`src/rtl/shift_add_mult_ctrl.sv`:
```
// Sequential 16x16 unsigned shift-add multiplier: one shared 16-bit adder, 16 iterations,
// start/done handshake around a three-state controller.

module fulladder_16b (
  input  logic [15:0] a,
  input  logic [15:0] b,
  input  logic        cin,
  output logic [15:0] sum,
  output logic        cout
);
  assign {cout, sum} = {1'b0, a} + {1'b0, b} + {16'h0000, cin};
endmodule

module shift_add_mult_ctrl (
  input  logic        clk,
  input  logic        rst_n,
  input  logic        start,
  input  logic [15:0] multiplicand,
  input  logic [15:0] multiplier,
  output logic        ready,
  output logic        busy,
  output logic        done,
  output logic [31:0] product,
  output logic [1:0]  dbg_state
);
  localparam int WIDTH = 16;
  localparam int CNT_W = 5;

  // Handshake: start is only looked at while ready=1; the rising edge that sees
  // ready=1 and start=1 captures both operands. done is a one-cycle pulse and
  // product stays valid from that cycle until the next accepted start.

  typedef enum logic [1:0] {S_IDLE = 2'd0, S_CALC = 2'd1, S_DONE = 2'd2} state_t;

  state_t             r_state;
  state_t             w_next_state;
  logic [CNT_W-1:0]   r_count;
  logic [WIDTH-1:0]   r_acc_hi;
  logic [WIDTH-1:0]   r_acc_lo;
  logic [WIDTH-1:0]   r_mcand;
  logic [2*WIDTH-1:0] r_product;

  logic [WIDTH-1:0]   w_add_b;
  logic [WIDTH-1:0]   w_sum;
  logic               w_cout;
  logic [2*WIDTH-1:0] w_next_acc;
  logic               w_last_iter;

  assign w_add_b = r_acc_lo[0] ? r_mcand : '0;

  fulladder_16b u_adder (
    .a    (r_acc_hi),
    .b    (w_add_b),
    .cin  (1'b0),
    .sum  (w_sum),
    .cout (w_cout)
  );

  // Carry becomes the new MSB so nothing is lost; the old accumulator LSB drops out.
  assign w_next_acc  = {w_cout, w_sum, r_acc_lo[WIDTH-1:1]};
  assign w_last_iter = (r_count == CNT_W'(WIDTH - 1));

  always_ff @(posedge clk) begin
    if (!rst_n) begin
      r_state <= S_IDLE;
    end else begin
      r_state <= w_next_state;
    end
  end

  always_comb begin
    w_next_state = r_state;
    case (r_state)
      S_IDLE:  if (start) w_next_state = S_CALC;
      S_CALC:  if (w_last_iter) w_next_state = S_DONE;
      S_DONE:  w_next_state = S_IDLE;
      default: w_next_state = S_IDLE;
    endcase
  end

  always_ff @(posedge clk) begin
    if (!rst_n) begin
      r_count   <= '0;
      r_acc_hi  <= '0;
      r_acc_lo  <= '0;
      r_mcand   <= '0;
      r_product <= '0;
    end else begin
      case (r_state)
        S_IDLE: begin
          if (start) begin
            r_mcand  <= multiplicand;
            r_acc_lo <= multiplier;
            r_acc_hi <= '0;
            r_count  <= '0;
          end
        end
        S_CALC: begin
          {r_acc_hi, r_acc_lo} <= w_next_acc;
          r_count              <= r_count + 1'b1;
          if (w_last_iter) r_product <= w_next_acc;
        end
        default: ;
      endcase
    end
  end

  assign ready     = (r_state == S_IDLE);
  assign busy      = (r_state == S_CALC) || (r_state == S_DONE);
  assign done      = (r_state == S_DONE);
  assign product   = r_product;
  assign dbg_state = r_state;

endmodule
```
`config.mk`:
```
export PLATFORM = sky130hd
export DESIGN_NAME = shift_add_mult_ctrl
export DESIGN_NICKNAME = d
export VERILOG_FILES = /design/src/rtl/shift_add_mult_ctrl.sv
export SDC_FILE = /design/constraint.sdc
export NUM_CORES = 1
export LEC_CHECK = 0
export ABC_CLOCK_PERIOD_IN_PS = 3800
export CAP_MARGIN = 20
export CELL_PAD_IN_SITES_DETAIL_PLACEMENT = 2
export CELL_PAD_IN_SITES_GLOBAL_PLACEMENT = 2
export CORE_ASPECT_RATIO = 0.9
export CORE_MARGIN = 3
export CORE_UTILIZATION = 32
export CTS_CLUSTER_DIAMETER = 80
export DETAILED_ROUTE_END_ITERATION = 7
export PLACE_DENSITY_LB_ADDON = 0.1
export SYNTH_ARGS = -nofsm -noshare
export SYNTH_HDL_FRONTEND = slang
export SYNTH_HIERARCHICAL = 1
export SYNTH_SLANG_ARGS = --single-unit
export TNS_END_PERCENT = 100
```
`constraint.sdc`:
```
create_clock -name clk -period 3.8 [get_ports clk]
set_clock_uncertainty 0.05 [all_clocks]
set_input_delay 0.76 -clock clk [delete_from_list [all_inputs] [get_ports clk]]
set_output_delay 0.76 -clock clk [all_outputs]
set_load 0.05 [all_outputs]
```
## Yosys cells after proc, flatten, opt, wreduce, memory -nomap -nowiden

Cells that the tools add are included.

- Input port bits: 35
- Word-level logic and storage cells: 30
- Bits in registers: 87
- Output and inout port bits: 37

- Muxes and demuxes: 10
- Reduce and logical (&&, ||, !) cells: 7
- Add/sub/neg operators: 2
- Eq/ne operators: 5

Operator list:

| operator | number |
|---|---|
| 16-bit case mux with 2 select lines | 2 |
| 16-bit two-way mux | 3 |
| 16-bit by 16-bit adder with 17-bit output | 1 |
| 5-bit case mux with 2 select lines | 1 |
| 2-bit AND reduction | 4 |
| 5-bit by 1-bit adder with 5-bit output, second input constant | 1 |
| 5-bit by 4-bit == test with 1-bit output, second input constant | 1 |
| 5-bit two-way mux | 1 |
| 2-bit two-way mux | 2 |
| 2-bit != test, second input constant | 2 |
| 2-bit case mux with 2 select lines | 1 |
| 2-bit by 1-bit == test with 1-bit output, second input constant | 1 |
| 2-bit == test, second input constant | 1 |
| 2-bit logical NOT | 1 |
| 2-bit nonzero test | 1 |
| 1-bit logical OR | 1 |

## Longest topological paths before layout

Gate-level depths: netlist of the first run.

- Depth after elaboration: 3
- Gate-level depth with buffers: 11
- Depth with buffers taken out: 11

## Modules after synthesis

Netlist of the first run, hierarchy kept.

By module, submodules not included:

| module | times used | sequential area each (um^2) | cells an instance | area each (um^2) |
|---|---|---|---|---|
| shift_add_mult_ctrl | 1 | 1741.7 | 402 | 3489.6 |
| fulladder_16b | 1 | 0.0 | 89 | 733.2 |

## Least setup slack after synthesis of the first run

No wires, ideal clock.

- Kind: register -> register
- Start point: register r_acc_lo[0]
- End point: register r_acc_hi[15]
- Setup time: 0.128 ns
- Cell stages (with the launch flop): 12
- Arrival time: 2.596 ns
- Clock period less this slack: 2.774 ns
- Buffers on the path: 0
- Setup slack: 1.026 ns
- Data required time: 3.622 ns
- Cells stage by stage: dfxtp_1 > and2_1 > fa_1 > fa_1 > a21oi_2 > o21ai_2 > a21oi_2 > o221ai_2 > a221o_1 > a21o_1 > a32oi_1 > nor2_1

- Cells in the longest elaborated chain, start to end: 3

Ends and longest elaborated chain:

| what | RTL line | text |
|---|---|---|
| start: declaration | 39 | `logic [WIDTH-1:0] r_acc_lo;` |
| start signal: assignment | 93 | `r_acc_lo <= multiplier;` |
| start signal: assignment | 99 | `{r_acc_hi, r_acc_lo} <= w_next_acc;` |
| 16-bit two-way mux | 49 | `assign w_add_b = r_acc_lo[0] ? r_mcand : '0;` |
| named net w_add_b[0] | 43 | `logic [WIDTH-1:0] w_add_b;` |
| 16-bit by 16-bit adder with 17-bit output | 11 | `assign {cout, sum} = {1'b0, a} + {1'b0, b} + {16'h0000, cin};` |
| named net w_cout | 45 | `logic w_cout;` |
| 16-bit case mux with 2 select lines | 89 | `case (r_state)` |
| end signal: assignment | 99 |  |
| end: declaration | 38 | `logic [WIDTH-1:0] r_acc_hi;` |

The timed path passes the listed nets, and every way through them passes these cells.
A chain may end at the register's enable or synchronous reset.

## Worst setup path in the final report of the first run

- Start point: register r_state[0] (netlist: dbg_state[0])
- End point: output port ready

- Cells in the longest elaborated chain, start to end: 1

Ends and longest elaborated chain:

| what | RTL line | text |
|---|---|---|
| start: declaration | 35 | `state_t r_state;` |
| start signal: assignment | 67 | `r_state <= w_next_state;` |
| 2-bit logical NOT | 108 | `assign ready = (r_state == S_IDLE);` |
| end: declaration | 20 | `output logic ready,` |

Every way passes these cells.

==> results.md, run 1 <==
* DRT antenna net count at 0
* Final Hold Fails at 0
* Final-stage net count at 605
* Proportion of layout cells with a drive suffix above 1 at 0.07233
* CP endpoint kind: primary output
* Yosys warning count at 6
* Slew Limit Fails at 0
* Outcome: finished clean
* CTS Hold Bufs at 0
* Root Buffer: clkbuf_16
* Placement Setup Slack at a little under 0.9 ns
* Largest net degree at the start of global routing at 41
* Total track usage at 0.1829
* Top-count cell post-synth: nand2_1
* Global Route met2 Usage at 0.3025
* Crit path max fanout at 9
* Ant diodes at 0
* Setup Buffers After CTS at 0
* Hold Path Cell Cnt at 2
* Gate power share at 0.121
* Port bufs at 71
* Yosys reg bits at 87
* Cells after synthesis at about 500
* Syn nets at approximately 550
* Via density at approximately 5.2
* DRT Pass-1 Iters at 4
* Largest area contributor in the netlist: dfxtp_1
* Multi-input logic area at 0.002256 sq mm
* Ys async rst share at 0
* CTS resizes at 0
* HP Class: reg2reg
* Pwr dens at roughly 400 mW/mm^2
* TritonCTS Buffers at 9
* Die Ht at approximately 110 um
* Core Region at around 0.013 sq mm
* Area of the die at between 0.01 and 0.015 sq mm
* Mux cell area share after synthesis at 0.04681
* Final period demand of the worst path at 2.921 ns
* DP HPWL at 8.887 mm
* Post-synthesis xor/xnor area fraction at 0.02904
* Worst-skew pair later-pin latency at about 0.35 ns
* Initial Utilization at 0.3303
* First-pass GRT wire length at approximately 21 mm
* Sequential fraction of the synthesis area at 0.4124
* Global route hottest layer: met2
* RSZ-0062 raised after global routing: no
* Unique cell type count in the Yosys netlist at between 50 and 60
* Vias in the first global route at approximately 4,100
* Crit path launch type: flop
* Cell internal pwr at between 1.5 and 2 mW
* CTS sink count at 87
* Adder-cell area share of the yosys netlist at 0.06874
* Post-synth top cells: 103 x nand2_1, 87 x dfxtp_1, 61 x a21oi_1
* DRT iter0 DRCs at 77
* Period utilization at 0.7686
* Post-synthesis compound-gate area fraction at 0.2044
* Routed WL per cell at ~18 um
* Syn_area_per_cell at about 8.6 sq um
* Clock power frac at 0.424
* CTS tree: built
* # fillers at ~1,400
* Synth top area share at 0.4124
* Critical path class: reg2out
* Initial antenna violation count at 0
* Setup Viol. Count Final at 0
* Clk pin slew, worst setup/hold paths at about 0.070 ns
* Ranking of synthesized cells by area: dfxtp_1 41%, nand2_1 9.2%, a21oi_1 7.2%
* WHS at between 0.4 and 0.5 ns
* Achievable Freq at 0.3424 GHz
* CP arrival at approximately 2.1 ns
* Net Sw Frac at 0.2636
* Reg2Reg Depth at 11
* Worst Path Required at roughly 3.0 ns
* Final worst slack at around 0.88 ns
* Core Rows at 39
* Slew HR at 0.4820
* GPL Wtd Cong at a little over 0.8
* EDFF count, synth at 0
* Total Neg Setup Slack at 0 ns
* Sequential power share at 0.454
* Residual DRC at 0
* Post-synth design cell area at 0.004223 sq mm
* Io pins at 72
* Final WL at approximately 13 mm
* Leak pwr at around 2.0 nW
* Overflow after GRT at 0
* Slew @ Worst Pin at ~0.76 ns
* Simple-gate share of the synthesized area at 0.1837
* Maxcap violations at 0
* Worst vdd ir at between 0.0002 and 0.0003 V
* Via count at 3,696
* CTS H-tree lvls at 3
* Synth Flop Type: dfxtp_1
* Die W at roughly 130 um
* Main combinational cell family by area after synthesis: compound AO/OA/AOI/OAI gates
* Sequential Area at between 0.0015 and 0.002 sq mm
* M3 GR Usage at 0.05016
* Area delta synth->final at 25.57%
* Met1 Usage GRT at 0.2361
* CTS max path bufs at 2
* P_sw at 563.1 uW
metal layers:
metal	share of wire	vias to the layer above
li1	-	1810
met5	0	-
met3	0.031	13
met1	0.49	1826
met4	0.011	0
met2	0.46	47
metrics by stage:
stage	instances	total power [mW]	utilization	cell area, sq um
global placement	701	1.241	0.3914	5004
CTS	717	2.169	0.4148	5303
finish	717	2.136	0.4148	5303
global route	717	2.241	0.4148	5303
floorplan	491	1.166	-	4223
detailed placement	701	1.253	0.3914	5004
area by class of cell:
type / instances / share of cell area
Multi-Input combinational cell: 362 / 0.4254
Tap cell: 164 / 0.03870
Timing Repair Buffer: 78 / 0.1439
Clock inverter: 6 / 0.01133
Clock buffer: 10 / 0.04507
Inverter: 10 / 0.007079
Sequential cell: 87 / 0.3285
state kept, by name, summed over array words and instances, names as in the netlist:
| signal | cells |
|---|---|
| dbg_state | 2 |
| product | 32 |
| r_acc_hi | 16 |
| r_acc_lo | 16 |
| r_count | 5 |
| r_mcand | 16 |
logic make-up after synthesis:
group | count (synthesis)
DFF | 87
muxes | 18
buffers and inverters | 42
AOI/OAI and AO/OA | 128
adders and majority gates | 22
xor gates and xnor gates | 14
and+or+nand+nor | 179
other | 1
path summary, 6_finish.rpt:
kind,start,end,slack [ns]
setup reg to reg,r_acc_lo[0],r_acc_hi[9],0.89
setup / recovery,dbg_state[0],ready,0.88
hold / removal,r_mcand[10],r_mcand[10],0.41
hold reg to reg,r_mcand[10],r_mcand[10],0.41
power by group through the flow:
stage | sequential [mW] | combinational, mW | clock, mW
floorplan | 0.988 | 0.179 | 0
global placement | 0.989 | 0.252 | 0
detailed placement | 0.992 | 0.261 | 0
CTS | 0.972 | 0.263 | 0.934
global route | 0.976 | 0.288 | 0.976
finish | 0.971 | 0.259 | 0.907
worst max-delay path, cell delays in order (launching register included):
cell             delay, ns
dfxtp_1               0.34
inv_1                 0.11
ha_1                  0.42
clkdlybuf4s50_1       0.89
cell usage in the layout, fill, tap and decap left out, drive strengths merged, types with 5 or more instances in the layout:
cell / n
nand2: 103
mux2i: 17
xnor2: 9
and2: 19
a21o: 5
a211oi: 18
inv: 10
a32oi: 18
ha: 20
buf: 7
xor2: 5
dfxtp: 87
clkbuf: 10
nor2: 37
a21oi: 64
nand2b: 5
clkdlybuf4s50: 71
o21ai: 7
Power figures use the tool's default switching activity.
==> run 2: changes to the inputs <==
ABC_CLOCK_PERIOD_IN_PS = 2600   (was 3800)
CORE_UTILIZATION = 29   (was 32)
clock period = 2.6 ns   (was 3.8 ns; I/O delays follow)
==> run 2 against run 1 <==
The flow now finishes with violations (negative setup slack). Hold slack lost 0.00096 ns. Non-clock buffer count is 17 higher. Sequential cell count did not move. Sequential power grew 46%. Clock-buffer cell count is 4 higher. Via count grew 3.3%. First-iteration DRC count up 52%. Die area increased by 9.8%. Setup slack got worse by 1.0 ns. Sequential share of layout area down 1.8 points. Critical endpoint is now r_acc_hi[13].
==> results.md, run 2 (synthesized netlist as in run 1, its figures left out) <==
* CTS sink count at 87
* Placed Cells at roughly 740
* Leak pwr at approximately 2.1 nW
* Die Ht at between 100 and 150 um
* Final std cells w/o fill at 763
* Worst vdd ir at about 0.00031 V
* Area of the die at ~0.016 sq mm
* Io pins at 72
* First-pass GRT wire length at 21.17 mm
* Placed cell area at approximately 0.0051 sq mm
* TritonCTS Buffers at 9
* Residual DRC at 0
* Root Buffer: clkbuf_16
* CTS max path bufs at 2
* Tot Pwr at roughly 3.2 mW
* Pwr dens at about 570 mW/mm^2
* Crit path launch type: flop
* Final instance area at between 0.005 and 0.006 sq mm
* Worst-skew pair later-pin latency at between 0.3 and 0.4 ns
* DRT iter0 DRCs at between 100 and 150
* Number of flip-flops in the largest register at 32
* Period utilization at 1.047
* WHS at around 0.4 ns
* HP Class: reg2reg
* Initial antenna violation count at 0
* Most frequent cells in the layout: 102 x nand2_1, 86 x dfxtp_1, 70 x clkdlybuf4s50_1
* CTS tree: built
* CTS H-tree lvls at 3
* CP arrival at a little under 3 ns
* Final worst slack at -0.1212 ns
* Final Hold Fails at 0
* Largest net degree at the start of global routing at 34
* Core Rows at 41
* Via count at between 3,000 and 4,000
* Critical path class: reg2reg
* Overflow after GRT at 0
* Slew Limit Fails at 0
* DRT Pass-1 Iters at 4
* RSZ-0062 raised after global routing: yes
* DRT antenna net count at 0
* CP endpoint kind: flop
* Commonest non-fill, non-tap cell in the layout: nand2_1
* Vias in the first global route at a little over 4,000
* Worst r2r src: r_acc_lo[0]
* Min-delay src: r_mcand[0]
* Total track usage at 0.1664
* Proportion of layout cells with a drive suffix above 1 at 0.1246
* Port bufs at slightly above 70
* GPL Wtd Cong at just under 0.8
* Slew HR at 0.5699
* Final WL at between 10 and 15 mm
* Maxcap violations at 0
* Setup Viol. Count Final at 7
* Area delta synth->final at 32.77%
* Via density at between 5 and 6
* Core Region at roughly 0.014 sq mm
* Slew @ Worst Pin at about 0.64 ns
* Clk pin slew, worst setup/hold paths at about 0.060 ns
* DP HPWL at between 9 and 10 mm
* Crit path max fanout at 2
* Achievable Freq at about 0.37 GHz
* Placement Setup Slack at -0.1854 ns
* Worst Path Required at ~2.8 ns
* Failing checks: negative setup slack
* Final period demand of the worst path at about 2.7 ns
* Die W at around 130 um
* Outcome: finished with violations
* Ant diodes at 0
* CP startpoint: r_acc_lo[0]
* Routed WL per cell at 17.40 um
* Initial Utilization at 0.2983
* Final-stage net count at 622
==> run 2: cell count changes in the layout (fill, tap and decap cells not counted), moves of 3 or more <==
cell      delta
a21oi_1      -3
a21oi_4      +3
buf_4       +15
clkinv_2     -3
==> run 2: power breakdown <==
| group | switching [mW] | total (mW) | internal [mW] |
|---|---|---|---|
| clock network | 0.545 | 1.37 | 0.825 |
| logic | 0.237 | 0.403 | 0.166 |
| registers | 0.0346 | 1.42 | 1.38 |
==> run 2: area by class of cell <==
cell class,instances,area [sq um]
inverter,10,37.54
multi-input combinational,362,2365
clock inverter,2,37.54
sequential,87,1743
clock buffer,14,274.0
timing repair buffer,95,908.4
fill,1584,8552
tap,193,241.5
==> run 2: path summary, 6_finish.rpt <==
check / to / slack [ns] / depth (start not counted)
worst max-delay path: r_acc_hi[13] / -0.12 / 12
worst min-delay path: r_mcand[0] / 0.41 / 2
worst max register to register: r_acc_hi[13] / -0.12 / 12
worst min register to register: r_mcand[0] / 0.41 / 2
==> run 2: per-layer routing <==
metal	vias up	wire length, um	track usage
li1	1842	-	-
met1	1903	6286	0.2096
met4	0	165	0.05013
met3	10	479	0.04451
met2	62	6341	0.2798
met5	-	0	0
==> run 2: what timing repair did <==
item                       in CTS  in global routing
gates cloned                    0                  0
resized for setup               4                 19
hold buffers                    0                  0
setup endpoints to repair      11                 17
pin swaps                      16                 16
setup buffers                   3                  3
==> run 2: through the flow <==
stage                     setup TNS [ns]  utilization
after floorplan                        0            -
after global placement           -0.2653       0.3628
after detailed placement         -0.7319       0.3628
after CTS                        -0.5933       0.3881
after global routing              -1.756       0.3960
final                            -0.5453       0.3960
==> run 2: worst max-delay path: stages (launching register included) <==
cell      delay, ns
dfxtp_2        0.32
and2_4         0.15
fa_2           0.35
fa_2           0.40
a21oi_4        0.17
o21ai_4        0.09
a21oi_4        0.17
o221ai_2       0.13
buf_4          0.16
o31ai_4        0.25
xnor2_2        0.10
a32oi_1        0.20
nor2_1         0.05
